==> config.mk <==
export PLATFORM = sky130hd
export DESIGN_NAME = alu_slice_sequencer_flat
export DESIGN_NICKNAME = d
export VERILOG_FILES = /design/src/rtl/alu_seq_pkg.sv /design/src/rtl/alu_slice_sequencer_if.sv /design/src/rtl/alu_slice_sequencer.sv /design/src/flat_wrapper.sv
export SDC_FILE = /design/constraint.sdc
export NUM_CORES = 1
export LEC_CHECK = 0
export CORE_MARGIN = 2
export CORE_UTILIZATION = 29
export CTS_BUF_LIST = sky130_fd_sc_hd__clkbuf_8
export CTS_CLUSTER_SIZE = 12
export DETAILED_ROUTE_END_ITERATION = 8
export GPL_ROUTABILITY_DRIVEN = 0
export PLACE_DENSITY_LB_ADDON = 0.08
export SLEW_MARGIN = 20
export SYNTH_ARGS = -nofsm -noshare
export SYNTH_HDL_FRONTEND = slang
export SYNTH_SLANG_ARGS = --single-unit
==> constraint.sdc <==
create_clock -name clk -period 5.5 [get_ports clk]
set_clock_uncertainty 0.1 [all_clocks]
set_input_delay 1.1 -clock clk [delete_from_list [all_inputs] [get_ports clk]]
set_output_delay 1.1 -clock clk [all_outputs]
set_load 0.03 [all_outputs]
==> src/rtl/alu_seq_pkg.sv <==
// Shared types and constants for the slice-serial ALU sequencer.
package alu_seq_pkg;

    localparam int SLICE_W = 4;
    localparam int ALUOP_W = 3;

    typedef enum logic [1:0] {
        IDLE = 2'd0,
        RUN  = 2'd1,
        DONE = 2'd2
    } alu_seq_state_t;

    // Slice index width; a single-slice build still keeps a 1-bit index.
    function automatic int sidx_width(input int nslice);
        return (nslice > 1) ? $clog2(nslice) : 1;
    endfunction

endpackage

==> src/rtl/alu_slice_sequencer_if.sv <==
// Request/response handshake plus the 4-bit datapath bus of the slice sequencer.
// Optional rsp_zero is present when ALU_ZERO_FLAG_EN is defined.
interface alu_slice_sequencer_if
    import alu_seq_pkg::*;
#(
    parameter int WIDTH = 16
);

    logic               req_valid;
    logic               req_ready;
    logic [WIDTH-1:0]   req_a;
    logic [WIDTH-1:0]   req_b;
    logic               req_c_in;
    logic [ALUOP_W-1:0] req_aluop;

    logic               rsp_valid;
    logic               rsp_ready;
    logic [WIDTH-1:0]   rsp_result;
    logic               rsp_c_out;
`ifdef ALU_ZERO_FLAG_EN
    logic               rsp_zero;
`endif

    logic [SLICE_W-1:0] alu_a;
    logic [SLICE_W-1:0] alu_b;
    logic               alu_c_in;
    logic [ALUOP_W-1:0] alu_op;
    logic [SLICE_W-1:0] alu_result;
    logic               alu_c_out;

    // Requester and external cla_4_bit side
    modport master (
`ifdef ALU_ZERO_FLAG_EN
        input  rsp_zero,
`endif
        output req_valid, req_a, req_b, req_c_in, req_aluop,
        input  req_ready,
        input  rsp_valid, rsp_result, rsp_c_out,
        output rsp_ready,
        input  alu_a, alu_b, alu_c_in, alu_op,
        output alu_result, alu_c_out
    );

    // Sequencer side
    modport slave (
`ifdef ALU_ZERO_FLAG_EN
        output rsp_zero,
`endif
        input  req_valid, req_a, req_b, req_c_in, req_aluop,
        output req_ready,
        output rsp_valid, rsp_result, rsp_c_out,
        input  rsp_ready,
        output alu_a, alu_b, alu_c_in, alu_op,
        input  alu_result, alu_c_out
    );

endinterface

==> src/rtl/alu_slice_sequencer.sv <==
// Runs WIDTH-bit ALU ops through an external 4-bit cla_4_bit, one slice per cycle, LSB first.
// Define ALU_ZERO_FLAG_EN to add the rsp_zero result flag.
module alu_slice_sequencer
    import alu_seq_pkg::*;
#(
    parameter int WIDTH = 16
) (
    input logic                  clk,
    input logic                  rst,
    alu_slice_sequencer_if.slave bus
);

    localparam int NSLICE = WIDTH / SLICE_W;
    localparam int SIDX_W = sidx_width(NSLICE);
    localparam logic [SIDX_W-1:0] LAST_IDX = SIDX_W'(NSLICE - 1);

    alu_seq_state_t     state_reg;
    alu_seq_state_t     state_next;
    logic [SIDX_W-1:0]  slice_idx_reg;
    logic [WIDTH-1:0]   a_reg;
    logic [WIDTH-1:0]   b_reg;
    logic [WIDTH-1:0]   result_reg;
    logic [ALUOP_W-1:0] op_reg;
    logic               carry_reg;
    logic               c_out_reg;

    logic               accept;
    logic               capture;
    logic               last_slice;
    logic [SLICE_W-1:0] a_slice [NSLICE];
    logic [SLICE_W-1:0] b_slice [NSLICE];
    logic [NSLICE-1:0]  slice_we;

    assign accept     = (state_reg == IDLE) && bus.req_valid;
    assign capture    = (state_reg == RUN);
    assign last_slice = (slice_idx_reg == LAST_IDX);

    for (genvar gi = 0; gi < NSLICE; gi++) begin : g_slice
        assign a_slice[gi]  = a_reg[SLICE_W*gi +: SLICE_W];
        assign b_slice[gi]  = b_reg[SLICE_W*gi +: SLICE_W];
        assign slice_we[gi] = capture && (slice_idx_reg == SIDX_W'(gi));
    end

    always_ff @(posedge clk or posedge rst) begin
        if (rst) begin
            state_reg <= IDLE;
        end else begin
            state_reg <= state_next;
        end
    end

    always_comb begin
        state_next = state_reg;
        case (state_reg)
            IDLE:    if (bus.req_valid)              state_next = RUN;
            RUN:     if (last_slice)                 state_next = DONE;
            DONE:    if (bus.rsp_ready)              state_next = IDLE;
            default:                                 state_next = IDLE;
        endcase
    end

    // req_ready is held low while reset is asserted so every output reads 0 in reset.
    always_comb begin
        bus.req_ready = 1'b0;
        bus.rsp_valid = 1'b0;
        bus.alu_a     = '0;
        bus.alu_b     = '0;
        bus.alu_c_in  = 1'b0;
        case (state_reg)
            IDLE: bus.req_ready = ~rst;
            RUN: begin
                bus.alu_a    = a_slice[slice_idx_reg];
                bus.alu_b    = b_slice[slice_idx_reg];
                bus.alu_c_in = carry_reg;
            end
            DONE:    bus.rsp_valid = 1'b1;
            default: ;
        endcase
    end

    assign bus.rsp_result = result_reg;
    assign bus.rsp_c_out  = c_out_reg;
    assign bus.alu_op     = op_reg;

    always_ff @(posedge clk or posedge rst) begin
        if (rst) begin
            slice_idx_reg <= '0;
            a_reg         <= '0;
            b_reg         <= '0;
            op_reg        <= '0;
            carry_reg     <= 1'b0;
            c_out_reg     <= 1'b0;
        end else if (accept) begin
            slice_idx_reg <= '0;
            a_reg         <= bus.req_a;
            b_reg         <= bus.req_b;
            op_reg        <= bus.req_aluop;
            carry_reg     <= bus.req_c_in;
        end else if (capture) begin
            carry_reg <= bus.alu_c_out;
            if (last_slice) begin
                slice_idx_reg <= '0;
                c_out_reg     <= bus.alu_c_out;
            end else begin
                slice_idx_reg <= slice_idx_reg + 1'b1;
            end
        end
    end

    always_ff @(posedge clk or posedge rst) begin
        if (rst) begin
            result_reg <= '0;
        end else begin
            for (int i = 0; i < NSLICE; i++) begin
                if (slice_we[i]) begin
                    result_reg[SLICE_W*i +: SLICE_W] <= bus.alu_result;
                end
            end
        end
    end

`ifdef ALU_ZERO_FLAG_EN
    logic nonzero_reg;

    // Sticky across slices; only meaningful once the whole result is assembled.
    always_ff @(posedge clk or posedge rst) begin
        if (rst) begin
            nonzero_reg <= 1'b0;
        end else if (accept) begin
            nonzero_reg <= 1'b0;
        end else if (capture) begin
            nonzero_reg <= nonzero_reg | (|bus.alu_result);
        end
    end

    assign bus.rsp_zero = (state_reg == DONE) & ~nonzero_reg;
`endif

endmodule

==> src/flat_wrapper.sv <==
// flat-port wrapper written by rule: the top's interface ports become plain ports
module alu_slice_sequencer_flat import alu_seq_pkg::*;
#(
    parameter int WIDTH = 16
)
  (clk, rst, bus_req_valid, bus_req_a, bus_req_b, bus_req_c_in, bus_req_aluop, bus_req_ready, bus_rsp_valid, bus_rsp_result, bus_rsp_c_out, bus_rsp_ready, bus_alu_a, bus_alu_b, bus_alu_c_in, bus_alu_op, bus_alu_result, bus_alu_c_out);
  alu_slice_sequencer_if #(.WIDTH(WIDTH)) bus_i ();
  input logic clk;
  input logic rst;
  input wire logic [$bits(bus_i.req_valid)-1:0] bus_req_valid;
  input wire logic [$bits(bus_i.req_a)-1:0] bus_req_a;
  input wire logic [$bits(bus_i.req_b)-1:0] bus_req_b;
  input wire logic [$bits(bus_i.req_c_in)-1:0] bus_req_c_in;
  input wire logic [$bits(bus_i.req_aluop)-1:0] bus_req_aluop;
  output wire logic [$bits(bus_i.req_ready)-1:0] bus_req_ready;
  output wire logic [$bits(bus_i.rsp_valid)-1:0] bus_rsp_valid;
  output wire logic [$bits(bus_i.rsp_result)-1:0] bus_rsp_result;
  output wire logic [$bits(bus_i.rsp_c_out)-1:0] bus_rsp_c_out;
  input wire logic [$bits(bus_i.rsp_ready)-1:0] bus_rsp_ready;
  output wire logic [$bits(bus_i.alu_a)-1:0] bus_alu_a;
  output wire logic [$bits(bus_i.alu_b)-1:0] bus_alu_b;
  output wire logic [$bits(bus_i.alu_c_in)-1:0] bus_alu_c_in;
  output wire logic [$bits(bus_i.alu_op)-1:0] bus_alu_op;
  input wire logic [$bits(bus_i.alu_result)-1:0] bus_alu_result;
  input wire logic [$bits(bus_i.alu_c_out)-1:0] bus_alu_c_out;
  assign bus_i.req_valid = bus_req_valid;
  assign bus_i.req_a = bus_req_a;
  assign bus_i.req_b = bus_req_b;
  assign bus_i.req_c_in = bus_req_c_in;
  assign bus_i.req_aluop = bus_req_aluop;
  assign bus_req_ready = bus_i.req_ready;
  assign bus_rsp_valid = bus_i.rsp_valid;
  assign bus_rsp_result = bus_i.rsp_result;
  assign bus_rsp_c_out = bus_i.rsp_c_out;
  assign bus_i.rsp_ready = bus_rsp_ready;
  assign bus_alu_a = bus_i.alu_a;
  assign bus_alu_b = bus_i.alu_b;
  assign bus_alu_c_in = bus_i.alu_c_in;
  assign bus_alu_op = bus_i.alu_op;
  assign bus_i.alu_result = bus_alu_result;
  assign bus_i.alu_c_out = bus_alu_c_out;
  alu_slice_sequencer #(.WIDTH(WIDTH)) u_core (.clk(clk), .rst(rst), .bus(bus_i));
endmodule
==> impl_metrics.yaml <==
critical_path:
  path_class: "reg -> out"
  end_kind: "output port"
  critical_path_destination: "bus_alu_a[1]"
  startpoint_class: "register"
  worst_r2r_endpoint: "u_core.bus.rsp_result[9]$_DFFE_PP0P_"
  cp.buffers_inverters: 1
  levels_on_crit_path: 3
  rr_startpoint: "u_core.slice_idx_reg[0]$_DFFE_PP0P_"
  cp_data_required_time_ns: 4.30
  r2r_cells: 4
  critical_path.max_fanout: 21
  slowest_stage: "sky130_fd_sc_hd__dfrtp_1"
  crit_path_max_incr_delay_ns: 1.07
  critPathTopFamily: "flip-flops"
  worst_setup_slack_for_register_to_register_paths_ns: 3.34
  cp_cell_sequence: "mux2i_1, o22ai_1, clkdlybuf4s50_1"
  startpoint: "u_core.slice_idx_reg[0]$_DFFE_PP0P_"
  crit_arrival_ns: 2.51
synth:
  yosys.area_share.simple_pct: 3.80
  yosysTopAreaCell: "sky130_fd_sc_hd__dfrtp_1"
  post_synth_instance_area_sq_mm: 0.00264
  synth_area_leaders: "sky130_fd_sc_hd__dfrtp_1 54%, sky130_fd_sc_hd__mux2_4 16%, sky130_fd_sc_hd__mux2_2 10%"
  synth.top_cells.by_count: "57 x sky130_fd_sc_hd__dfrtp_1, 28 x sky130_fd_sc_hd__mux2_4, 24 x sky130_fd_sc_hd__mux2_2, 16 x sky130_fd_sc_hd__mux2i_1, 8 x sky130_fd_sc_hd__o22ai_1"
  postSynth.topFlopCell: "sky130_fd_sc_hd__dfrtp_1"
  synth_fa_ha_area_share_pct: 1.90
  ys_warn_count: 0
  syn_area_per_cell_sq_um: 15.3
  yosys_register_bits: 57
  synth-compound-area-share_pct: 3.65
  synth_enable_flop_cells: 0
  syn_nets: 221
  ys_seq_area_share_pct: 54.1
  synth_top_family_by_area: "multiplexers"
  asyncSetResetFlopFracSynth_pct: 100
  synthDominantCellAreaShare_pct: 54.1
  synth.most_common_cell: "sky130_fd_sc_hd__dfrtp_1"
  post_synth_num_cell_types: 26
  post_synth_mux_area_share_pct: 32.3
  synth_xor_xnor_area_share_pct: 0
  count_of_mapped_cells_out_of_synthesis: 172
outcome:
  status: "finished, final reports clean"
detailed_routing:
  vias: 1655
  met3_length_um: 349
  antenna_left: 0
  dr_wl_met2_um: 2580
  met1_length_um: 2600
  iter_0_drt_violations: 28
  number_of_detailed_route_iterations_in_the_first_pass: 3
  detail_route.drc_violations: 0
  wire_per_inst_um: 15.4
  avgViaCountPerCell: 4.53
  top_signal_layer_used: "met4"
  totalWireLength_um: 5640
timing:
  slew_violations: 0
  timing_worst_slew_pin_value_ns: 1.10
  final_critical_path_setup_slack_ns: 1.79
  timing.final.crit_period_ns: 3.71
  timing.final.crit_share_pct: 67.5
  max_clock_freq_mhz: 269
  slew-limit-headroom_pct: 26.8
  grt_setup_unrepaired: "no"
  finalSetupViolations: 0
  fin_tns_setup_ns: 0
  report.final.hold_viol_count: 0
clock_network:
  clk_path_buf_depth: 2
  holdBufCountCts: 0
  cts_resized: 0
  cts-htree-levels: 3
  numCtsBuffers: 9
  clk_sink_count: 57
  worst_setup_hold_path_clk_slew_ns: 0.06
  post_cts.repair.setup_buffers: 0
  cts_root_buf: "sky130_fd_sc_hd__clkbuf_8"
  clkLatencyLatePin_ns: 0.33
  tritoncts: "built"
global_route:
  grt.total_usage_pct: 12.7
  wire_length_of_the_first_global_routing_pass_um: 9440
  largest_net_degree_at_the_start_of_global_routing: 38
  number_of_global_route_vias_before_repair: 1821
  global_route.overflow_total: 0
  grt_antenna_before_repair: 0
die:
  core_sq_mm: 0.00876
  dieWidth_um: 99.3
  start_util_pct: 30.1
  placementRows: 34
  area_of_the_die_sq_mm: 0.00987
  i_o_pin_total: 76
  die_height_um: 99.3
placement:
  dp_hpwl_um: 3870
  place_ws_ns: 1.92
  port-buffer-count: 75
finish:
  final_net_count: 302
  total_of_fill_cells_in_the_finished_design: 834
  insertedDiodeCount: 0
  area_delta_synth_final_pct: 37.9
  drive_gt1_share_pct: 29.6
pwr:
  static-leakage-power_nw: 1.57
  vdd.ir_drop.worst_mv: 0.260
  power_density_over_the_cells_mw_per_mm2: 656
hold_path:
  timing.hold.worst_path_depth: 2
  worstHoldStart: "u_core.carry_reg$_DFFE_PP0P_"
  holdCritPathClass: "reg -> reg"
flow_run:
  timing.max_cap.violations: 0
==> through the flow <==
| stage | util (%) | total power [mW] | area, sq um | std cells | hold slack [ns] |
|---|---|---|---|---|---|
| finish | 41.5 | 2.38 | 3630 | 365 | 0.403 |
| global placement | 39.2 | 2.01 | 3440 | 350 | 0.378 |
| CTS | 41.5 | 2.43 | 3630 | 365 | 0.404 |
| floorplan | - | 1.63 | 2640 | 172 | 0.359 |
| detailed placement | 39.2 | 2.02 | 3440 | 350 | 0.389 |
| global route | 41.5 | 2.54 | 3630 | 365 | 0.415 |
==> cells in the final DEF, fill, tap and decap left out, types with 2 or more instances in the layout <==
| master | instances |
|---|---|
| sky130_fd_sc_hd__buf_4 | 2 |
| sky130_fd_sc_hd__clkinv_2 | 2 |
| sky130_fd_sc_hd__dfrtp_1 | 57 |
| sky130_fd_sc_hd__o31ai_1 | 2 |
| sky130_fd_sc_hd__mux2_2 | 24 |
| sky130_fd_sc_hd__clkdlybuf4s50_1 | 75 |
| sky130_fd_sc_hd__inv_1 | 4 |
| sky130_fd_sc_hd__nand2_2 | 4 |
| sky130_fd_sc_hd__o21ai_0 | 2 |
| sky130_fd_sc_hd__o22ai_1 | 8 |
| sky130_fd_sc_hd__mux2_4 | 28 |
| sky130_fd_sc_hd__mux2i_1 | 16 |
| sky130_fd_sc_hd__ha_1 | 4 |
| sky130_fd_sc_hd__clkbuf_8 | 11 |
| sky130_fd_sc_hd__nand2_1 | 4 |
==> cell type report <==
class	instances	area, sq um	share of cell area, %
clock buffers	11	151	4.17
repair buffers	77	766	21.1
inverters	4	15.0	0.413
clock inverters	4	43.8	1.20
well taps	108	135	3.72
flip-flops and latches	57	1430	39.2
multi-input cells	104	1100	30.2
==> power by group <==
part	internal, mW	switching, mW
Combinational	0.638	0.563
Clock	0.228	0.162
Sequential	0.636	0.157
==> cell families after synthesis <==
logic type	Yosys count
AO/OA/AOI/OAI	15
adder cells (fa/ha/maj)	4
buffers and inverters	11
flip-flops	57
multiplexers	68
AND/OR/NAND/NOR	17
==> worst min-delay path, stage by stage, from the launching register on <==
cell,delay [ns]
sky130_fd_sc_hd__dfrtp_1,0.35
sky130_fd_sc_hd__a32oi_1,0.06
sky130_fd_sc_hd__nand2_1,0.06
==> layer usage <==
metal | vias up | track usage (%)
met3 | 9 | 4.99
met4 | 0 | 5.37
met5 | - | 0
met1 | 821 | 15.9
met2 | 49 | 19.5
li1 | 776 | -
==> worst min-delay path by stage <==
stage | slack, ns | endpoint
4_1_cts | 0.40 | u_core.carry_reg$_DFFE_PP0P_
6_report | 0.40 | u_core.carry_reg$_DFFE_PP0P_
3_5_place_dp | 0.39 | u_core.carry_reg$_DFFE_PP0P_
5_1_grt | 0.41 | u_core.bus.rsp_result[8]$_DFFE_PP0P_
3_3_place_gp | 0.38 | u_core.carry_reg$_DFFE_PP0P_
2_1_floorplan | 0.36 | u_core.carry_reg$_DFFE_PP0P_
Note: power is estimated with default switching activity, not from simulation.
